**config.mk**
```make
export PLATFORM = sky130hd
export DESIGN_NAME = uart_rx_frame_flat
export DESIGN_NICKNAME = d
export VERILOG_FILES = /design/src/rtl/uart_pkg.sv /design/src/rtl/uart_rx_frame_if.sv /design/src/rtl/uart_bit_sampler.sv /design/src/rtl/uart_rx_frame.sv /design/src/flat_wrapper.sv
export SDC_FILE = /design/constraint.sdc
export NUM_CORES = 1
export LEC_CHECK = 0
export ABC_AREA = 1
export CAP_MARGIN = 20
export CELL_PAD_IN_SITES_DETAIL_PLACEMENT = 1
export CELL_PAD_IN_SITES_GLOBAL_PLACEMENT = 2
export CORE_MARGIN = 2
export CORE_UTILIZATION = 37
export DETAILED_ROUTE_END_ITERATION = 6
export PLACE_DENSITY = 0.8
export SLEW_MARGIN = 20
export SYNTH_ARGS = -nofsm -noshare
export SYNTH_HDL_FRONTEND = slang
export SYNTH_HIERARCHICAL = 1
export SYNTH_SLANG_ARGS = --single-unit
```
**constraint.sdc**
```tcl
create_clock -name clk -period 3.1 [get_ports clk]
set_input_delay 0.465 -clock clk [delete_from_list [all_inputs] [get_ports clk]]
set_output_delay 0.465 -clock clk [all_outputs]
set_load 0.05 [all_outputs]
```
**src/rtl/uart_pkg.sv**
```systemverilog
// Shared UART definitions: parity modes, receiver FSM encoding and the default baud divisor.
// The receiver imports this today; the future transmitter imports the same package.
package uart_pkg;

  localparam int PARITY_NONE = 0;
  localparam int PARITY_ODD  = 1;
  localparam int PARITY_EVEN = 2;

  // 50 MHz system clock divided down to 115200 baud
  localparam int CLK_PER_BIT_115200 = 434;

  typedef logic [2:0] rx_state_t;

  localparam rx_state_t ST_IDLE      = 3'd0;
  localparam rx_state_t ST_START     = 3'd1;
  localparam rx_state_t ST_DATA      = 3'd2;
  localparam rx_state_t ST_PARITY    = 3'd3;
  localparam rx_state_t ST_STOP      = 3'd4;
  localparam rx_state_t ST_WAIT_HIGH = 3'd5;

  function automatic logic majority3(input logic a, input logic b, input logic c);
    return (a & b) | (a & c) | (b & c);
  endfunction

endpackage

```
**src/rtl/uart_rx_frame_if.sv**
```systemverilog
// Receiver-side bundle: raw serial pin into the receiver, received word and status out.
interface uart_rx_frame_if #(
  parameter int DATA_WIDTH = 8
);

  logic                  uart_rx_pin;
  logic [DATA_WIDTH-1:0] rx_data;
  logic                  rx_valid;
  logic                  rx_parity_err;
  logic                  rx_frame_err;
  logic                  rx_busy;

  modport master (
    input  uart_rx_pin,
    output rx_data,
    output rx_valid,
    output rx_parity_err,
    output rx_frame_err,
    output rx_busy
  );

  modport slave (
    input rx_data,
    input rx_valid,
    input rx_parity_err,
    input rx_frame_err,
    input rx_busy
  );

endinterface

```
**src/rtl/uart_bit_sampler.sv**
```systemverilog
// Front end of the receiver: two-flop synchroniser, falling-edge detect and a
// 3-sample majority vote around the middle of each bit period.
module uart_bit_sampler
  import uart_pkg::*;
#(
  parameter int CLK_PER_BIT = CLK_PER_BIT_115200,
  parameter int CNT_W       = $clog2(CLK_PER_BIT)
) (
  input  logic             clk,
  input  logic             rst,
  input  logic             pin,
  input  logic [CNT_W-1:0] clk_cnt,
  output logic             rxs,
  output logic             fall,
  output logic             bit_value
);

  localparam int H = CLK_PER_BIT / 2;
  localparam logic [CNT_W-1:0] CNT_SAMPLE0 = CNT_W'(H - 1);
  localparam logic [CNT_W-1:0] CNT_SAMPLE1 = CNT_W'(H);

  logic sync1;
  logic sync2;
  logic rxs_prev;
  logic samp0;
  logic samp1;

  // Flops reset high so an idle line never looks like a start edge after reset
  always_ff @(posedge clk or negedge rst) begin
    if (!rst) begin
      sync1    <= 1'b1;
      sync2    <= 1'b1;
      rxs_prev <= 1'b1;
    end else begin
      sync1    <= pin;
      sync2    <= sync1;
      rxs_prev <= sync2;
    end
  end

  always_ff @(posedge clk or negedge rst) begin
    if (!rst) begin
      samp0 <= 1'b1;
      samp1 <= 1'b1;
    end else begin
      if (clk_cnt == CNT_SAMPLE0) samp0 <= sync2;
      if (clk_cnt == CNT_SAMPLE1) samp1 <= sync2;
    end
  end

  // Third vote is the live sample, so the decision is valid while clk_cnt = H+1
  assign rxs       = sync2;
  assign fall      = rxs_prev & ~sync2;
  assign bit_value = majority3(samp0, samp1, sync2);

endmodule

```
**src/rtl/uart_rx_frame.sv**
```systemverilog
// Parametrised UART receiver: configurable width, optional odd/even parity, 1 or 2 stop bits,
// false-start rejection and parity/framing error flags delivered with a one-cycle strobe.
module uart_rx_frame
  import uart_pkg::*;
#(
  parameter int CLK_PER_BIT = CLK_PER_BIT_115200,
  parameter int DATA_WIDTH  = 8,
  parameter int PARITY_MODE = PARITY_NONE,
  parameter int STOP_BITS   = 1
) (
  input  logic            clk,
  input  logic            rst,
  uart_rx_frame_if.master bus
);

  localparam int CNT_W = $clog2(CLK_PER_BIT);
  localparam int BIT_W = $clog2(DATA_WIDTH + 1);
  localparam int H     = CLK_PER_BIT / 2;

  localparam logic [CNT_W-1:0] CNT_LAST   = CNT_W'(CLK_PER_BIT - 1);
  localparam logic [CNT_W-1:0] CNT_DECIDE = CNT_W'(H + 1);
  localparam logic [BIT_W-1:0] LAST_DATA  = BIT_W'(DATA_WIDTH - 1);
  localparam logic [BIT_W-1:0] LAST_STOP  = BIT_W'(STOP_BITS - 1);
  localparam logic HAS_PARITY = (PARITY_MODE != PARITY_NONE);
  localparam logic ODD_PARITY = (PARITY_MODE == PARITY_ODD);

  rx_state_t             state;
  logic [CNT_W-1:0]      clk_cnt;
  logic [BIT_W-1:0]      bit_cnt;
  logic [DATA_WIDTH-1:0] shift_reg;
  logic                  par_err;
  logic                  frm_err;

  logic [DATA_WIDTH-1:0] data_q;
  logic                  valid_q;
  logic                  perr_q;
  logic                  ferr_q;

  logic rxs;
  logic fall;
  logic bit_value;
  logic decide;

  uart_bit_sampler #(
    .CLK_PER_BIT (CLK_PER_BIT),
    .CNT_W       (CNT_W)
  ) u_sampler (
    .clk       (clk),
    .rst       (rst),
    .pin       (bus.uart_rx_pin),
    .clk_cnt   (clk_cnt),
    .rxs       (rxs),
    .fall      (fall),
    .bit_value (bit_value)
  );

  assign decide = (state != ST_IDLE) && (clk_cnt == CNT_DECIDE);

  // Bit timer restarts on the start edge so every later bit is timed from it
  always_ff @(posedge clk or negedge rst) begin
    if (!rst) begin
      clk_cnt <= '0;
    end else if (state == ST_IDLE || state == ST_WAIT_HIGH) begin
      clk_cnt <= '0;
    end else if (clk_cnt == CNT_LAST) begin
      clk_cnt <= '0;
    end else begin
      clk_cnt <= clk_cnt + 1'b1;
    end
  end

  always_ff @(posedge clk or negedge rst) begin
    if (!rst) begin
      state     <= ST_IDLE;
      bit_cnt   <= '0;
      shift_reg <= '0;
      par_err   <= 1'b0;
      frm_err   <= 1'b0;
      data_q    <= '0;
      valid_q   <= 1'b0;
      perr_q    <= 1'b0;
      ferr_q    <= 1'b0;
    end else begin
      valid_q <= 1'b0;
      case (state)
        ST_IDLE: begin
          if (fall) begin
            state   <= ST_START;
            bit_cnt <= '0;
            par_err <= 1'b0;
            frm_err <= 1'b0;
          end
        end
        ST_START: begin
          if (decide) state <= bit_value ? ST_IDLE : ST_DATA;
        end
        ST_DATA: begin
          if (decide) begin
            shift_reg <= {bit_value, shift_reg[DATA_WIDTH-1:1]};
            if (bit_cnt == LAST_DATA) begin
              bit_cnt <= '0;
              state   <= HAS_PARITY ? ST_PARITY : ST_STOP;
            end else begin
              bit_cnt <= bit_cnt + 1'b1;
            end
          end
        end
        ST_PARITY: begin
          if (decide) begin
            par_err <= bit_value ^ (^shift_reg) ^ ODD_PARITY;
            state   <= ST_STOP;
          end
        end
        ST_STOP: begin
          // Leaving mid-stop-bit lets a start edge right after the stop bit be caught
          if (decide) begin
            if (bit_cnt == LAST_STOP) begin
              valid_q <= 1'b1;
              data_q  <= shift_reg;
              perr_q  <= par_err;
              ferr_q  <= frm_err | ~bit_value;
              state   <= bit_value ? ST_IDLE : ST_WAIT_HIGH;
            end else begin
              frm_err <= frm_err | ~bit_value;
              bit_cnt <= bit_cnt + 1'b1;
            end
          end
        end
        ST_WAIT_HIGH: begin
          if (rxs) state <= ST_IDLE;
        end
        default: begin
          state <= ST_IDLE;
        end
      endcase
    end
  end

  assign bus.rx_data       = data_q;
  assign bus.rx_valid      = valid_q;
  assign bus.rx_parity_err = perr_q;
  assign bus.rx_frame_err  = ferr_q;
  assign bus.rx_busy       = (state != ST_IDLE);

endmodule
```
**src/flat_wrapper.sv**
```systemverilog
// flat-port wrapper written by rule: the top's interface ports become plain ports
module uart_rx_frame_flat import uart_pkg::*;
#(
  parameter int CLK_PER_BIT = CLK_PER_BIT_115200,
  parameter int DATA_WIDTH  = 8,
  parameter int PARITY_MODE = PARITY_NONE,
  parameter int STOP_BITS   = 1
)
  (clk, rst, bus_uart_rx_pin, bus_rx_data, bus_rx_valid, bus_rx_parity_err, bus_rx_frame_err, bus_rx_busy);
  uart_rx_frame_if #(.DATA_WIDTH(DATA_WIDTH)) bus_i ();
  input  logic clk;
  input  logic rst;
  input wire logic [$bits(bus_i.uart_rx_pin)-1:0] bus_uart_rx_pin;
  output wire logic [$bits(bus_i.rx_data)-1:0] bus_rx_data;
  output wire logic [$bits(bus_i.rx_valid)-1:0] bus_rx_valid;
  output wire logic [$bits(bus_i.rx_parity_err)-1:0] bus_rx_parity_err;
  output wire logic [$bits(bus_i.rx_frame_err)-1:0] bus_rx_frame_err;
  output wire logic [$bits(bus_i.rx_busy)-1:0] bus_rx_busy;
  assign bus_i.uart_rx_pin = bus_uart_rx_pin;
  assign bus_rx_data = bus_i.rx_data;
  assign bus_rx_valid = bus_i.rx_valid;
  assign bus_rx_parity_err = bus_i.rx_parity_err;
  assign bus_rx_frame_err = bus_i.rx_frame_err;
  assign bus_rx_busy = bus_i.rx_busy;
  uart_rx_frame #(.CLK_PER_BIT(CLK_PER_BIT), .DATA_WIDTH(DATA_WIDTH), .PARITY_MODE(PARITY_MODE), .STOP_BITS(STOP_BITS)) u_core (.clk(clk), .rst(rst), .bus(bus_i));
endmodule
```
==> impl_metrics.toml, run 1 <==
[setup_path]
critPathLaunchType = "flip-flop"
rr_endpoint = "u_core/bus.rx_data[0]"
r2r-start = "u_core/clk_cnt[0]"
worstPathRequired_ps = 2630
end_kind = "output pin"
rrSetupSlack_ps = 1390
crit_path_max_fanout = 6
critical_path_class = "flip-flop to output pin"
worstRegToRegCells = 10
arrival_ps = 1870

[timing]
setup_tns_ps = 0
setup_viol = 0
max_freq_mhz = 428
clock_skew_ps = 8.24
slew_headroom = 0.346
rsz0062_at_grt = "no"
fin_crit_sh = 0.754
hold_viol = 0
fin_crit_ps = 2340
tightest_slew_ps = 981
drv_slew = 0
hold_slack_ps = 326

[floorplan]
core_area_um2 = 5850
die_area_um2 = 6630
rows = 28
die_y_um = 81.4
die_w_um = 81.4
initial_core_util = 0.379
io_pins = 15

[clocking]
postCtsSetupBuffers = 0
clk_path_buf_depth = 2
cts-root-buf = "clkbuf_8"
clock_latency_ps = 300
path_clk_slew_ps = 80
cts_resized = 0
cts_buffers = 5
holdBufCountCts = 0
clkSinkCount = 42
cts_tree = "yes"
htreeDepth = 2

[yosys]
yosysWarnings = 6
synth-edff-count = 0
synthesis.nets = 286
ys.flop_type = "dfrtp_1"
synth_area_um2 = 2220
synthTopCellsByArea = "dfrtp_1 42%, nand2_1 15%, dfstp_2 5.9%"
ys_async_sr_fraction = 1.00
syn_inst = 278
syn_avg_cell_area_um2 = 7.98
seq_area_frac_synth = 0.477
synth.largest_area_cell = "dfrtp_1"
yosysTopAreaCellShare = 0.418
yosys_register_bits = 42
yosysUniqueCellTypes = 26

[status]
status = "complete, no violations"

[final_layout]
layout_commonest_cell = "nand2_1"
final_util = 0.429
nFillCells = 730
final_cell_area_um2 = 2510
fin_nets = 305
area_growth_pct = 13.2
antenna_cells = 0
multi_input_area_um2 = 991
regArea_um2 = 1060
final_cells = 373
drive_above_1_share = 0.144
final_cell_mix = "86 x nand2_1, 37 x dfrtp_1, 35 x inv_1"
largest_reg_flops = 9

[job]
maxCapViolations = 0

[global_routing]
antenna_found_initial = 0
grt_max_degree = 43
first_global_vias = 1727
groute.usage.overall = 0.159
overflow = 0
grt_pass1_wl_mm = 8.03

[detailed_routing]
postRouteAntennaNets = 0
wirelength_mm = 4.75
drc = 0
routedWlPerCell_um = 12.7
drtPass1Iterations = 4
vias = 1752
avgViaCountPerCell = 4.70
drt_iter0_markers = 85

[placed_design]
place_area_um2 = 2420
dp_hpwl_mm = 3.54
place_congestion = 0.792
port_buffers = 14
place_inst = 365

[power]
ir_worst_vdd_uv = 307
p_leak_uw = 0.00117
p_per_area_nw_per_um2 = 606

[min_path]
worstHoldPathType = "input pin to async pin"
critical path: stages (launching register included):
cell and delay (ps):
dfrtp_1 450, nor2_2 210, nand2_1 170, clkdlybuf4s50_1 740
cells in the mapped netlist, types with 2 or more instances:
cell type / count
nand2_1: 86
a21oi_1: 3
xnor2_1: 2
nand4_1: 4
ha_1: 5
nor2_4: 3
o21ai_0: 15
nor3_1: 3
dfstp_2: 5
o21ai_2: 8
dfrtp_1: 37
inv_2: 4
buf_6: 2
nor2_2: 5
nor2_1: 22
nand2_2: 7
inv_1: 35
nand3_1: 17
o21ai_1: 7
nand3_2: 2
cell type report:
type,count,share of cell area
Multi-Input combinational cell,195,0.395
Inverter,39,0.0583
Tap cell,75,0.0374
Clock inverter,2,0.00548
Clock buffer,6,0.0289
Timing Repair Buffer,14,0.0538
Sequential cell,42,0.421
metal layers:
layer,wire (um),up-vias,share of wire,track usage
met4,69,0,0.015,0.0559
met5,0,-,0,0
met2,2170,12,0.46,0.242
li1,-,913,-,-
met3,101,6,0.021,0.0363
met1,2410,821,0.51,0.221
how the worst max path moves through the flow:
stage	cells after the start	slack, ps	end	from
global route	3	670	bus_rx_busy	u_core/state[1]
detailed placement	3	1100	bus_rx_busy	u_core/state[1]
CTS	3	760	bus_rx_busy	u_core/state[1]
floorplan	7	1500	u_core/bit_cnt[0]	u_core/state[1]
global placement	3	1110	bus_rx_busy	u_core/state[2]
finish	3	760	bus_rx_busy	u_core/state[1]
stage by stage:
step	setup WS (ps)	power [uW]
finish	762	1520
global route	668	1650
CTS	758	1560
detailed placement	1100	1180
global placement	1110	1180
floorplan	1500	1050
power breakdown:
part	internal [uW]	switching [uW]	leakage (uW)	total, uW
combinational	157	342	0.000562	499
clock	159	198	0.0000452	358
sequential	599	65.9	0.000562	665
logic make-up (layout without fill, tap and decap cells):
group,count (synthesis),in the layout,share of synthesized area
adders and majority gates,6,6,0.0327
buffers and inverters,41,61,0.0762
AOI/OAI and AO/OA,34,34,0.0954
and+or+nand+nor,152,152,0.307
xor gates and xnor gates,3,3,0.0119
DFF,42,42,0.477
Note: power is estimated with default switching activity, not from simulation.
==> run 2, diff against run 1 <==
--- a/config.mk
+++ b/config.mk
@@ -10,9 +10,9 @@
 export CELL_PAD_IN_SITES_DETAIL_PLACEMENT = 1
 export CELL_PAD_IN_SITES_GLOBAL_PLACEMENT = 2
 export CORE_MARGIN = 2
-export CORE_UTILIZATION = 37
+export CORE_UTILIZATION = 31
 export DETAILED_ROUTE_END_ITERATION = 6
-export PLACE_DENSITY = 0.8
+export PLACE_DENSITY = 0.71
 export SLEW_MARGIN = 20
 export SYNTH_ARGS = -nofsm -noshare
 export SYNTH_HDL_FRONTEND = slang
==> constraint.sdc (replaced) <==
create_clock -name clk -period 2.1 [get_ports clk]
set_input_delay 0.315 -clock clk [delete_from_list [all_inputs] [get_ports clk]]
set_output_delay 0.315 -clock clk [all_outputs]
set_load 0.05 [all_outputs]
==> run 2 against run 1 <==
  * Non-clock buffer count up 1
  * Flip-flop and latch count unchanged
  * Sequential share of layout area down 0.54 points
  * Global-route usage down 1.6 points
  * Cell count up 5.9%
  * Utilization down 5.9 points
  * Via count about the same
  * Sequential power up 49%
  * Power up 48%
  * Clock-buffer cell count down 1
  * Critical path type unchanged
  * Largest cell class unchanged
==> impl_metrics.toml, run 2 (same netlist as run 1, synthesis figures left out) <==
[status]
status = "complete, no violations"

[final_layout]
final_util = 0.370
layout_commonest_cell = "nand2_1"
final_cell_mix = "86 x nand2_1, 37 x dfrtp_1, 35 x inv_1"
nFillCells = 868
final_cells = 395
largest_reg_flops = 9
antenna_cells = 0
fin_nets = 306
area_growth_pct = 14.7
drive_above_1_share = 0.154

[timing]
drv_slew = 0
clock_skew_ps = 9.37
setup_viol = 0
tightest_slew_ps = 590
rsz0062_at_grt = "no"
setup_tns_ps = 0
max_freq_mhz = 559
hold_viol = 0
fin_crit_sh = 0.852
fin_crit_ps = 1790
slew_headroom = 0.604

[clocking]
clk_path_buf_depth = 2
cts_resized = 0
cts_buffers = 5
clkSinkCount = 42
cts-root-buf = "clkbuf_8"
path_clk_slew_ps = 90
postCtsSetupBuffers = 0
htreeDepth = 2
cts_tree = "yes"
holdBufCountCts = 0
clock_latency_ps = 300

[global_routing]
groute.usage.overall = 0.142
antenna_found_initial = 0
grt_pass1_wl_mm = 8.61
first_global_vias = 1785
overflow = 0
grt_max_degree = 43

[floorplan]
die_area_um2 = 7840
io_pins = 15
die_w_um = 88.6
die_y_um = 88.6
rows = 30
initial_core_util = 0.323
core_area_um2 = 6870

[detailed_routing]
vias = 1751
routedWlPerCell_um = 12.6
avgViaCountPerCell = 4.43
drc = 0
drt_iter0_markers = 68
drtPass1Iterations = 5
wirelength_mm = 4.98
postRouteAntennaNets = 0

[power]
switching_share = 0.402
combPwrFrac = 0.325
p_int_uw = 1350
p_per_area_nw_per_um2 = 886
power_frac_clock = 0.237
pwr-share-seq = 0.439
switchingPower_uw = 907
ir_worst_vdd_uv = 444
p_leak_uw = 0.00118

[placed_design]
place_congestion = 0.731
place_inst = 387
port_buffers = 14
dp_hpwl_mm = 3.71

[min_path]
worstHoldPathType = "input pin to async pin"

[setup_path]
path_delay_family = "buffers and inverters"
max_stage_delay_ps = 810
critical_path_class = "flip-flop to output pin"
critPathLaunchType = "flip-flop"
slowest_stage = "clkdlybuf4s50_1"
arrival_ps = 1470
crit_path_max_fanout = 2
crit_buf_inv = 1
cp_cell_sequence = "clkdlybuf4s50_1"
end_kind = "output pin"
worstPathRequired_ps = 1780

[job]
maxCapViolations = 0
[run 2: cell types whose count changed in the layout (fill, tap and decap cells not counted), sizes merged]
cell and delta:
clkdlybuf4s50 -1, clkbuf -1, buf +2, inv +1
[run 2: final cells by class]
cell class / count / area (um^2) / share of cell area
Sequential cell: 42 / 1060 / 0.416
Timing Repair Buffer: 15 / 140 / 0.0551
Multi-Input combinational cell: 195 / 991 / 0.390
Tap cell: 96 / 120 / 0.0472
Clock buffer: 5 / 68.8 / 0.0271
Inverter: 39 / 146 / 0.0576
Clock inverter: 3 / 18.8 / 0.00738
[run 2: through the flow]
stage | area (um^2) | power, uW | hold slack [ps] | setup slack [ps]
after floorplan | 2220 | 1540 | 19.4 | 504
after global placement | 2450 | 1760 | 351 | 373
after detailed placement | 2450 | 1760 | 352 | 340
after CTS | 2540 | 2310 | 107 | 292
after global routing | 2540 | 2460 | 126 | 129
final | 2540 | 2250 | 80.0 | 312
[run 2: power groups by stage]
| stage | Clock [uW] | Sequential (uW) | Combinational (uW) |
|---|---|---|---|
| 6_report | 533 | 989 | 731 |
| 3_3_place_gp | 0 | 1010 | 759 |
| 4_1_cts | 562 | 990 | 753 |
| 2_1_floorplan | 0 | 979 | 565 |
| 3_5_place_dp | 0 | 1010 | 751 |
| 5_1_grt | 592 | 1010 | 861 |
[run 2: worst paths after layout]
check,depth (start not counted),end,from,slack (ps)
max in group asynchronous,2,u_core/u_sampler/sync1,rst,1630
worst min register to register,0,u_core/u_sampler/rxs,u_core/u_sampler/sync1,360
worst max-delay path,1,bus_rx_data[4],u_core/bus.rx_data[4],310
worst min-delay path,2,u_core/bit_cnt[2],rst,80
min in group clk,0,u_core/u_sampler/rxs,u_core/u_sampler/sync1,360
worst max register to register,10,u_core/bus.rx_parity_err,u_core/clk_cnt[0],360
[run 2: metal layers]
layer	routed length (um)	GRT usage	vias to the layer above
met5	0	0	-
met4	14	0.0372	0
li1	-	-	905
met2	2290	0.221	17
met3	104	0.0308	3
met1	2570	0.201	826
==> run 3, diff against run 2 <==
--- a/config.mk
+++ b/config.mk
@@ -10,9 +10,10 @@
 export CELL_PAD_IN_SITES_DETAIL_PLACEMENT = 1
 export CELL_PAD_IN_SITES_GLOBAL_PLACEMENT = 2
 export CORE_MARGIN = 2
-export CORE_UTILIZATION = 31
+export CORE_UTILIZATION = 33
+export CTS_BUF_LIST = sky130_fd_sc_hd__clkbuf_4
 export DETAILED_ROUTE_END_ITERATION = 6
-export PLACE_DENSITY = 0.71
+export PLACE_DENSITY = 0.75
 export SLEW_MARGIN = 20
 export SYNTH_ARGS = -nofsm -noshare
 export SYNTH_HDL_FRONTEND = slang
==> run 3 against run 2 <==
  * Sequential share of layout area rose by 0.50 points
  * Final area fell by 1.2%
  * Combinational power fell by 0.5%
==> impl_metrics.toml, run 3 (same netlist as run 1, synthesis figures left out) <==
[clocking]
cts_buffers = 5
path_clk_slew_ps = 130
clock_latency_ps = 360
clkSinkCount = 42
clk_path_buf_depth = 2
cts-root-buf = "clkbuf_4"
htreeDepth = 2
cts_tree = "yes"

[status]
status = "complete, no violations"

[timing]
clock_skew_ps = 18.7
setup_tns_ps = 0
rsz0062_at_grt = "no"
slew_headroom = 0.610
fin_crit_ps = 1850
hold_viol = 0
tightest_slew_ps = 581
max_freq_mhz = 539
fin_crit_sh = 0.883
drv_slew = 0
setup_viol = 0

[setup_path]
critPathLaunchType = "flip-flop"
slowest_stage = "clkdlybuf4s50_1"
crit_path_max_fanout = 2
max_stage_delay_ps = 810
end_kind = "output pin"
crit_buf_inv = 1
critical_path_class = "flip-flop to output pin"
arrival_ps = 1540
cp_cell_sequence = "clkdlybuf4s50_1"
path_delay_family = "buffers and inverters"
worstPathRequired_ps = 1780

[floorplan]
die_w_um = 86.0
io_pins = 15
die_area_um2 = 7390
core_area_um2 = 6420
die_y_um = 86.0
initial_core_util = 0.345
rows = 29

[detailed_routing]
drt_iter0_markers = 35
wirelength_mm = 4.69
drc = 0
postRouteAntennaNets = 0
drtPass1Iterations = 4
routedWlPerCell_um = 12.4
avgViaCountPerCell = 4.65
vias = 1752

[final_layout]
final_cells = 377
area_growth_pct = 13.3
layout_commonest_cell = "nand2_1"
fin_nets = 307
drive_above_1_share = 0.153
final_cell_mix = "86 x nand2_1, 37 x dfrtp_1, 35 x inv_1"
largest_reg_flops = 9
final_cell_area_um2 = 2510
antenna_cells = 0
nFillCells = 795

[power]
ir_worst_vdd_uv = 409
design_power_total_uw = 2130
p_per_area_nw_per_um2 = 849
p_leak_uw = 0.00117

[min_path]
worstHoldPathType = "input pin to flip-flop"

[global_routing]
overflow = 0
groute.usage.overall = 0.145
antenna_found_initial = 0
first_global_vias = 1767
grt_max_degree = 23
grt_pass1_wl_mm = 8.39

[placed_design]
dp_hpwl_mm = 3.63
place_area_um2 = 2440
place_congestion = 0.712
port_buffers = 14
place_inst = 368

[job]
maxCapViolations = 0
==> run 3: changes by cell type in the layout (fill, tap and decap cells not counted) <==
| cell | before | now |
|---|---|---|
| dlygate4sd3_1 | 0 | 1 |
| buf_12 | 0 | 1 |
| buf_4 | 2 | 1 |
| inv_6 | 1 | 0 |
| clkbuf_4 | 0 | 6 |
| clkbuf_8 | 5 | 0 |
| clkinv_2 | 2 | 1 |
| clkinv_4 | 0 | 1 |
==> run 3: timing repair <==
action	CTS	global route
hold buffers	1	0
buffers inserted	0	0
gates resized for setup	0	0
endpoints found under the hold margin	20	0
==> run 3: final timing paths <==
kind                                        start                        to  slack (ps)  cells past startpoint
setup / recovery            u_core/bus.rx_data[2]            bus_rx_data[2]         250                      1
hold reg to reg            u_core/u_sampler/sync1      u_core/u_sampler/rxs         360                      0
max in group asynchronous                     rst    u_core/u_sampler/samp1        1080                      3
setup reg to reg                u_core/clk_cnt[0]  u_core/bus.rx_parity_err         340                     10
hold / removal                    bus_uart_rx_pin    u_core/u_sampler/sync1         350                      1
min in group asynchronous                     rst         u_core/clk_cnt[4]         440                      2
==> run 3: report_power, final <==
part | leakage (uW) | internal (uW) | switching [uW]
registers | 0.000562 | 884 | 104
clock network | 0.0000356 | 145 | 273
logic | 0.000576 | 232 | 495
==> run 3: layout make-up <==
| class | instances | area, um^2 | area share |
|---|---|---|---|
| Clock buffer | 6 | 45.0 | 0.0179 |
| Clock inverter | 2 | 13.8 | 0.00548 |
| Inverter | 39 | 146 | 0.0583 |
| Multi-Input combinational cell | 195 | 991 | 0.394 |
| Sequential cell | 42 | 1060 | 0.421 |
| Tap cell | 77 | 96.3 | 0.0383 |
| Timing Repair Buffer | 16 | 163 | 0.0647 |
==> run 3: metal layers <==
layer | track usage | vias to the layer above | part of all wire | routed length, um
li1 | - | 909 | - | -
met1 | 0.205 | 823 | 0.53 | 2500
met2 | 0.220 | 14 | 0.43 | 2020
met3 | 0.0318 | 6 | 0.021 | 97
met4 | 0.0476 | 0 | 0.014 | 65
met5 | 0 | - | 0 | 0
==> run 3: through the flow <==
stage,worst slack (ps),utilization,hold slack (ps)
floorplan,504,-,19.4
global placement,388,0.380,312
detailed placement,333,0.380,319
CTS,201,0.391,318
global route,133,0.391,330
finish,246,0.391,354
